--- src/rtl/sram_pkg.sv ---
// Shared types and helpers for the simple-dual-port SRAM: read-during-write
// policy codes, clear-sequencer state encoding and the byte-lane merge.
package sram_pkg;

  localparam int RDW_OLD = 0;
  localparam int RDW_NEW = 1;

  // Widest data word the lane-merge helper handles; callers zero-extend and slice.
  localparam int MAX_DATA_W = 512;
  localparam int MAX_BE_W   = MAX_DATA_W / 8;

  typedef enum logic {
    ST_CLEAR = 1'b0,
    ST_IDLE  = 1'b1
  } sram_state_e;

  function automatic logic [MAX_DATA_W-1:0] lane_merge(
    input logic [MAX_DATA_W-1:0] old_word,
    input logic [MAX_DATA_W-1:0] new_word,
    input logic [MAX_BE_W-1:0]   be
  );
    logic [MAX_DATA_W-1:0] merged;
    merged = old_word;
    for (int i = 0; i < MAX_BE_W; i++) begin
      if (be[i]) merged[8*i +: 8] = new_word[8*i +: 8];
    end
    return merged;
  endfunction

endpackage

--- src/rtl/sram_clear_seq.sv ---
// Post-reset clear sequencer: walks every word once with a zero write, then
// parks in IDLE and raises ready.
module sram_clear_seq
  import sram_pkg::*;
#(
  parameter int ADDR_W         = 8,
  parameter int DEPTH          = 256,
  parameter int CLEAR_ON_RESET = 1
) (
  input  logic              clk,
  input  logic              rst_n,
  output logic              clr_we,
  output logic [ADDR_W-1:0] clr_addr,
  output logic              ready
);

  localparam logic [ADDR_W-1:0] LAST_ADDR = ADDR_W'(DEPTH - 1);

  sram_state_e       state_q, state_d;
  logic [ADDR_W-1:0] cnt_q, cnt_d;
  logic              ready_q, ready_d;

  always_comb begin
    state_d = state_q;
    cnt_d   = cnt_q;
    if (state_q == ST_CLEAR) begin
      if (cnt_q == LAST_ADDR) begin
        state_d = ST_IDLE;
        cnt_d   = '0;
      end else begin
        cnt_d = cnt_q + ADDR_W'(1);
      end
    end
    // ready follows the state it is entering so it rises on the first IDLE cycle
    ready_d = (state_d == ST_IDLE);
  end

  always_ff @(posedge clk) begin
    if (!rst_n) begin
      if (CLEAR_ON_RESET != 0) state_q <= ST_CLEAR;
      else                     state_q <= ST_IDLE;
      cnt_q   <= '0;
      ready_q <= 1'b0;
    end else begin
      state_q <= state_d;
      cnt_q   <= cnt_d;
      ready_q <= ready_d;
    end
  end

  assign clr_we   = (state_q == ST_CLEAR);
  assign clr_addr = cnt_q;
  assign ready    = ready_q;

endmodule

--- src/rtl/sram_dp_param.sv ---
// Simple-dual-port synchronous SRAM with byte-lane writes, registered read,
// selectable read-during-write policy and optional clear-after-reset.
module sram_dp_param
  import sram_pkg::*;
#(
  parameter int DATA_W         = 8,
  parameter int ADDR_W         = 8,
  parameter int DEPTH          = 256,
  parameter int RDW_MODE       = RDW_OLD,
  parameter int CLEAR_ON_RESET = 1
) (
  input  logic                clk,
  input  logic                rst_n,
  input  logic                wr_en,
  input  logic [ADDR_W-1:0]   wr_addr,
  input  logic [DATA_W-1:0]   wr_data,
  input  logic [DATA_W/8-1:0] wr_be,
  input  logic                rd_en,
  input  logic [ADDR_W-1:0]   rd_addr,
  output logic [DATA_W-1:0]   rd_data,
  output logic                rd_valid,
  output logic                ready
);

  localparam int               BE_W    = DATA_W / 8;
  localparam int               IDX_W   = (DEPTH > 1) ? $clog2(DEPTH) : 1;
  localparam logic [ADDR_W:0]  DEPTH_L = (ADDR_W + 1)'(DEPTH);

  logic [DATA_W-1:0] mem [DEPTH];

  logic              clr_we;
  logic [ADDR_W-1:0] clr_addr;
  logic              ready_i;

  sram_clear_seq #(
    .ADDR_W         (ADDR_W),
    .DEPTH          (DEPTH),
    .CLEAR_ON_RESET (CLEAR_ON_RESET)
  ) u_clear_seq (
    .clk      (clk),
    .rst_n    (rst_n),
    .clr_we   (clr_we),
    .clr_addr (clr_addr),
    .ready    (ready_i)
  );

  logic wr_in_range, rd_in_range, wr_acc, rd_acc, same_addr;
  assign wr_in_range = ({1'b0, wr_addr} < DEPTH_L);
  assign rd_in_range = ({1'b0, rd_addr} < DEPTH_L);
  assign wr_acc      = rst_n & ready_i & wr_en & wr_in_range;
  assign rd_acc      = rst_n & ready_i & rd_en;
  assign same_addr   = wr_acc & (wr_addr == rd_addr);

  // The clear sequence owns the single write port until ready
  logic              mem_we;
  logic [IDX_W-1:0]  mem_widx;
  logic [DATA_W-1:0] mem_wdata;
  logic [BE_W-1:0]   mem_wbe;

  always_comb begin
    mem_we    = wr_acc;
    mem_widx  = wr_addr[IDX_W-1:0];
    mem_wdata = wr_data;
    mem_wbe   = wr_be;
    if (clr_we) begin
      mem_we    = 1'b1;
      mem_widx  = clr_addr[IDX_W-1:0];
      mem_wdata = '0;
      mem_wbe   = '1;
    end
  end

  always_ff @(posedge clk) begin
    if (mem_we) begin
      for (int i = 0; i < BE_W; i++) begin
        if (mem_wbe[i]) mem[mem_widx][8*i +: 8] <= mem_wdata[8*i +: 8];
      end
    end
  end

  logic [DATA_W-1:0]     rd_word;
  logic [MAX_DATA_W-1:0] merged_wide;
  logic [DATA_W-1:0]     rd_data_q, rd_data_d;
  logic                  rd_valid_q, rd_valid_d;

  always_comb begin
    rd_word     = mem[rd_addr[IDX_W-1:0]];
    merged_wide = lane_merge(MAX_DATA_W'(rd_word), MAX_DATA_W'(wr_data), MAX_BE_W'(wr_be));
    rd_valid_d  = rd_acc;
    rd_data_d   = rd_data_q;
    if (rd_acc) begin
      if (!rd_in_range)                          rd_data_d = '0;
      else if (RDW_MODE == RDW_NEW && same_addr) rd_data_d = merged_wide[DATA_W-1:0];
      else                                       rd_data_d = rd_word;
    end
  end

  always_ff @(posedge clk) begin
    if (!rst_n) begin
      rd_data_q  <= '0;
      rd_valid_q <= 1'b0;
    end else begin
      rd_data_q  <= rd_data_d;
      rd_valid_q <= rd_valid_d;
    end
  end

  assign rd_data  = rd_data_q;
  assign rd_valid = rd_valid_q;
  assign ready    = ready_i;

endmodule
--- config.mk ---
export PLATFORM = sky130hd
export DESIGN_NAME = sram_dp_param
export DESIGN_NICKNAME = d
export VERILOG_FILES = /design/src/rtl/sram_pkg.sv /design/src/rtl/sram_clear_seq.sv /design/src/rtl/sram_dp_param.sv
export SDC_FILE = /design/constraint.sdc
export NUM_CORES = 2
export LEC_CHECK = 0
export BUFFER_PORTS_ARGS = -buffer_cell sky130_fd_sc_hd__clkbuf_2
export CAP_MARGIN = 10
export CORE_AREA = 2 2 438 440
export DETAILED_ROUTE_END_ITERATION = 12
export DIE_AREA = 0 0 440 442
export GPL_ROUTABILITY_DRIVEN = 0
export PLACE_DENSITY = 0.59
export SLEW_MARGIN = 0
export SYNTH_ARGS = -nofsm -noshare
export SYNTH_HDL_FRONTEND = slang
export SYNTH_SLANG_ARGS = --single-unit
export TNS_END_PERCENT = 20
--- constraint.sdc ---
create_clock -name clk -period 11.1 [get_ports clk]
set_clock_uncertainty 0.15 [all_clocks]
set_input_delay 0.555 -clock clk [delete_from_list [all_inputs] [get_ports clk]]
set_output_delay 0.555 -clock clk [all_outputs]
set_load 0.01 [all_outputs]
# Yosys cells after proc, flatten, opt, wreduce, memory -nomap -nowiden
# Memories as Yosys holds them, arrays and structs flattened. A register that Yosys moved wholly into a read port is not among the register bits.
# Index checks and enable logic that the tools add are counted.
# totals
romBits,0
memories,1
latch_bits,0
mem_bits_rw,2048
out_inout_bits,10
in_bits,29
reg_bits,10
# classes
n_lt_le_gt_ge,0
reduce_logical,1
mul,0
eq_ne,1
div_mod_pow,0
n_bitwise,3
addsub,1
n_shift,0
n_mux,10
# mem_list
name,words,word_bits,rd,rd_clocked_by_memory_dff,write_ports,line_no,source
mem,256,8,1,1,1,sram_dp_param.sv:29,logic [DATA_W-1:0] mem [DEPTH];
# ops
cell,n
$mux 8,3
$add 8x1->8 const B,1
$eq 8x8->1 const B,1
$mux 1,7
$and 1x1->1,3
$logic_not 1->1,1

# Longest topological paths before layout
# depth
depth_word,5
mapped_depth,13

# Hierarchy
# Synthesis repeated with hierarchy kept, for this count alone.
# unflattened
hier_cells,3905
hier_area_um2,80581.0
# modules_own_cells
module,seq_area_each_um2,instances,cells_each,area_per_inst_um2
sram_dp_param,61679.2,1,3858,80146.9
sram_clear_seq,180.2,1,47,434.2

# Worst setup path after synthesis
# OpenSTA, ideal clock, no wires.
# synth_timing
path_type,reg2reg
startpoint,"register, netlist name u_clear_seq.ready"
endpoint,memory mem[0][0] (data pin)
n_path_buf,3
t_required_ps,10083
arrival_time_ps,4482
path_stages_with_launch,5
synth_period_minus_slack_ps,5499
setup_slack_ps,5601
path_cell_list,dfxtp_1 > clkbuf_1 > buf_2 > clkbuf_1 > and2_1
# synth_lines
item,line_no
"end, declared",sram_dp_param.sv:29

==> impl_results.md <==
- Unrepaired setup endpoints after global routing: false
- Cell Area, Synth: 0.0811 mm2
- Remaining DRCs: 0
- Count of nets after finishing: 4210
- Seq/Total Area, Yosys: 76.2%
- Ys async rst share: 0%
- Final-layout worst hold slack: 0.101 ns
- Post-CTS Repair Setup Buffers: 0
- Clock sinks: 2066
- Synthesized netlist cell count: 4074
- Syn avg cell area: 19.9 um2
- Setup crit end kind: register
- Internal power summed over all cells: 12500 uW
- Hold crit path type: input pin to register
- Cell type group with the largest total delay on the critical path: buffers and inverters
- Latest clock arrival within the worst-skew pair: 0.84 ns
- Clock H-tree levels: 4
- Required time worst endpoint: 11.71 ns
- Sequential cell area: 0.0619 mm2
- Total global routing overflow: 0
- Power per cell area: 176 mW/mm2
- Number of buffers inserted during clock tree synthesis: 207
- Via/cell ratio: 6.01
- Relative slew slack: 16.4%
- Buffers & Inverters on Critical Path: 4
- Initial core utilization: 42.8%
- Arrival time worst endpoint: 5.29 ns
- Die outline width: 440 um
- Vertical die dimension: 442 um
- First-pass DRT Iterations: 6
- Root buffer cell: clkbuf_16
- Leading area contributor after synthesis: edfxtp_1
- Net switching component of the power: 3340 uW
- Area enclosed by the die boundary: 0.194 mm2
- Routed wire length per instance: 31.9 um
- Synth area leaders: edfxtp_1 76%, mux4_2 9.5%, mux2i_1 3.8%
- List of most frequent post-synthesis cells: 2048 x edfxtp_1, 341 x mux4_2, 312 x mux2i_1, 303 x nor2_1, 140 x nand2_1
- Aggregate routed wire length: 219000 um
- Aggregate global-route resource usage: 22.4%
- Antenna-violating nets left: 0
- Number of failing setup endpoints in the final timing report: 0
- Proportion of power drawn by combinational gates: 3.5%
- List of cells traversed by the critical path: buf_8 > buf_4 > buf_12 > buf_4 > mux4_2 > nand2_1 > nand2_1 > a21oi_1 > a2111oi_0 > nand4_1 > o211ai_1
- Sort of element at the start of the critical path: input pin
- Filler instances: 15600
- Final number of hold-violating endpoints: 0
- Share of the cycle needed by the critical path after routing: 42.2%
- Cts-stage hold buffer count: 4
- Fraction of layout instances using a drive strength above 1: 18.3%
- Area of the multi-input gates: 0.0175 mm2
- Number of buffers added on ports: 38
- Total of warnings raised by yosys: 0
- Netlist cell types: 69
- Clock tree from TritonCTS: yes
- Number of primary I/O pins: 39
- Status: completed
- Initial antenna violation count: 9
- Total count of max-transition violations in the final report: 0
- Critical-path cell with the highest stage delay: a2111oi_0
- Area of the core: 0.190 mm2
- Layout area overhead: 11.3%
- Starting DRC count in detailed routing: 5222
- Shortest period the worst path allows: 4.68 ns
- Flip-flop cell with the highest count after synthesis: edfxtp_1
- Total power after layout: 15900 uW
- Maximum net fanout on the critical path: 91
- Type of the worst setup path: input pin to register
- Seq pwr share: 53.3%
- Number of global-route vias before repair: 40700
- Slew of the pin with the lowest slew margin: 1.25 ns
- Via Count: 41200
- Number of gates resized after cts: 0
- Pin count of the biggest net entering global routing: 181
- Max-cap check violation count: 0
- Num rows: 160
- Max stage delay on crit path: 1.04 ns
- Peak supply drop: 0.000120 V
- Wire length of the first global-routing pass: 310000 um
- Clock network power share: 43.2%
- Syn_nets: 4104
- Highest achievable clock rate: 0.214 GHz
- P_leak: 0.0295 uW
- Top cell type's share of synthesized area: 75.8%
- Setup TNS after final layout: 0 ns
- Most frequent cell after synthesis: edfxtp_1
- Net switching share of the total power: 21.0%
- Maximum count of clock buffers along a single path: 3
- Detailed-placement wirelength estimate: 133000 um
- Clock slew at reported path FFs: 0.06 ns
- Register bit total from synthesis: 2066
- Count of flip-flops with a built-in enable after synthesis: 2048
[per-layer routing]
layer	track usage, %	routed length, um	vias to the layer above
met2	35.0	104000	1833
met4	7.82	8140	6
met5	0	41	-
li1	-	-	17100
met1	31.2	89700	21900
met3	4.67	17500	412
[state kept, by name (all words and copies together) (netlist names)]
register              count
mem                    2048
rd_data                   8
u_clear_seq.ready         1
u_clear_seq.clr_addr      8
rd_valid                  1
[path summary, 6_finish.rpt]
path | from | endpoint | slack (ns) | cells after the start
worst max-delay path | rd_addr[1] | rd_data[0] | 6.42 | 11
worst min-delay path | wr_data[0] | mem[150][0] | 0.10 | 2
worst max register to register | u_clear_seq.ready | mem[87][1] | 6.88 | 6
worst min register to register | u_clear_seq.clr_addr[7] | u_clear_seq.clr_addr[7] | 0.45 | 2
[area by class of cell]
class                           count  share of cell area [%]
Inverter                           11                  0.0485
Timing Repair Buffer              144                    1.23
Antenna cell                        3                 0.00832
Clock buffer                      262                    6.02
Sequential cell                  2066                    68.5
Clock inverter                    112                    1.26
Multi-Input combinational cell   1750                    19.4
Tap cell                         2511                    3.48
[through the flow]
stage          worst slack [ns]  area [um2]  instances  util [%]
2_1_floorplan              5.60       81100       4074         -
3_3_place_gp               5.52       83600       6473      44.1
3_5_place_dp               5.55       83600       6474      44.1
4_1_cts                    6.48       90200       6852      47.6
5_1_grt                    6.41       90300       6857      47.6
6_report                   6.42       90300       6859      47.6
[worst register-to-register path, stage by stage, from the launching register on]
cell     delay, ns
dfxtp_1       0.47
buf_4         0.39
nand2_1       0.13
o22ai_1       0.62
nand3_1       0.68
buf_4         0.51
nor2_1        0.85
[layout by cell type (no fill, tap or decap), types with 30 or more instances in the layout]
| master | Yosys | layout |
|---|---|---|
| edfxtp_1 | 2048 | 2048 |
| mux4_2 | 341 | 341 |
| mux2i_1 | 312 | 312 |
| nor2_1 | 303 | 302 |
| clkbuf_16 | 0 | 207 |
| nand2_1 | 140 | 140 |
| o22ai_1 | 108 | 108 |
| buf_4 | 27 | 92 |
| a21oi_1 | 58 | 58 |
| o221ai_1 | 55 | 55 |
| o21ai_0 | 53 | 53 |
| a22oi_1 | 50 | 50 |
| clkbuf_1 | 91 | 50 |
| nand3_1 | 53 | 49 |
| clkinv_1 | 0 | 44 |
| clkbuf_2 | 0 | 34 |
| mux4_1 | 31 | 31 |
| clkinv_2 | 0 | 30 |
[kinds of logic (layout without fill, tap and decap cells)]
| logic type | Yosys count | after routing | share of synthesized area (%) |
|---|---|---|---|
| DFF | 2066 | 2066 | 76.2 |
| muxes | 686 | 686 | 14.3 |
| and+or+nand+nor | 618 | 618 | 3.36 |
| AOI/OAI and AO/OA | 442 | 442 | 3.77 |
| buffers and inverters | 258 | 529 | 2.25 |
| xor gates and xnor gates | 3 | 3 | 0.0324 |
| adders and majority gates | 1 | 1 | 0.0154 |
| other | 0 | 3 | 0 |
[power by group through the flow]
stage	clock network, uW	logic [uW]	registers, uW
floorplan	0	363	8620
global placement	0	543	8620
detailed placement	0	543	8620
CTS	6950	545	8450
global route	7230	566	8450
finish	6850	548	8450
Note: power is estimated with default switching activity, not from simulation.
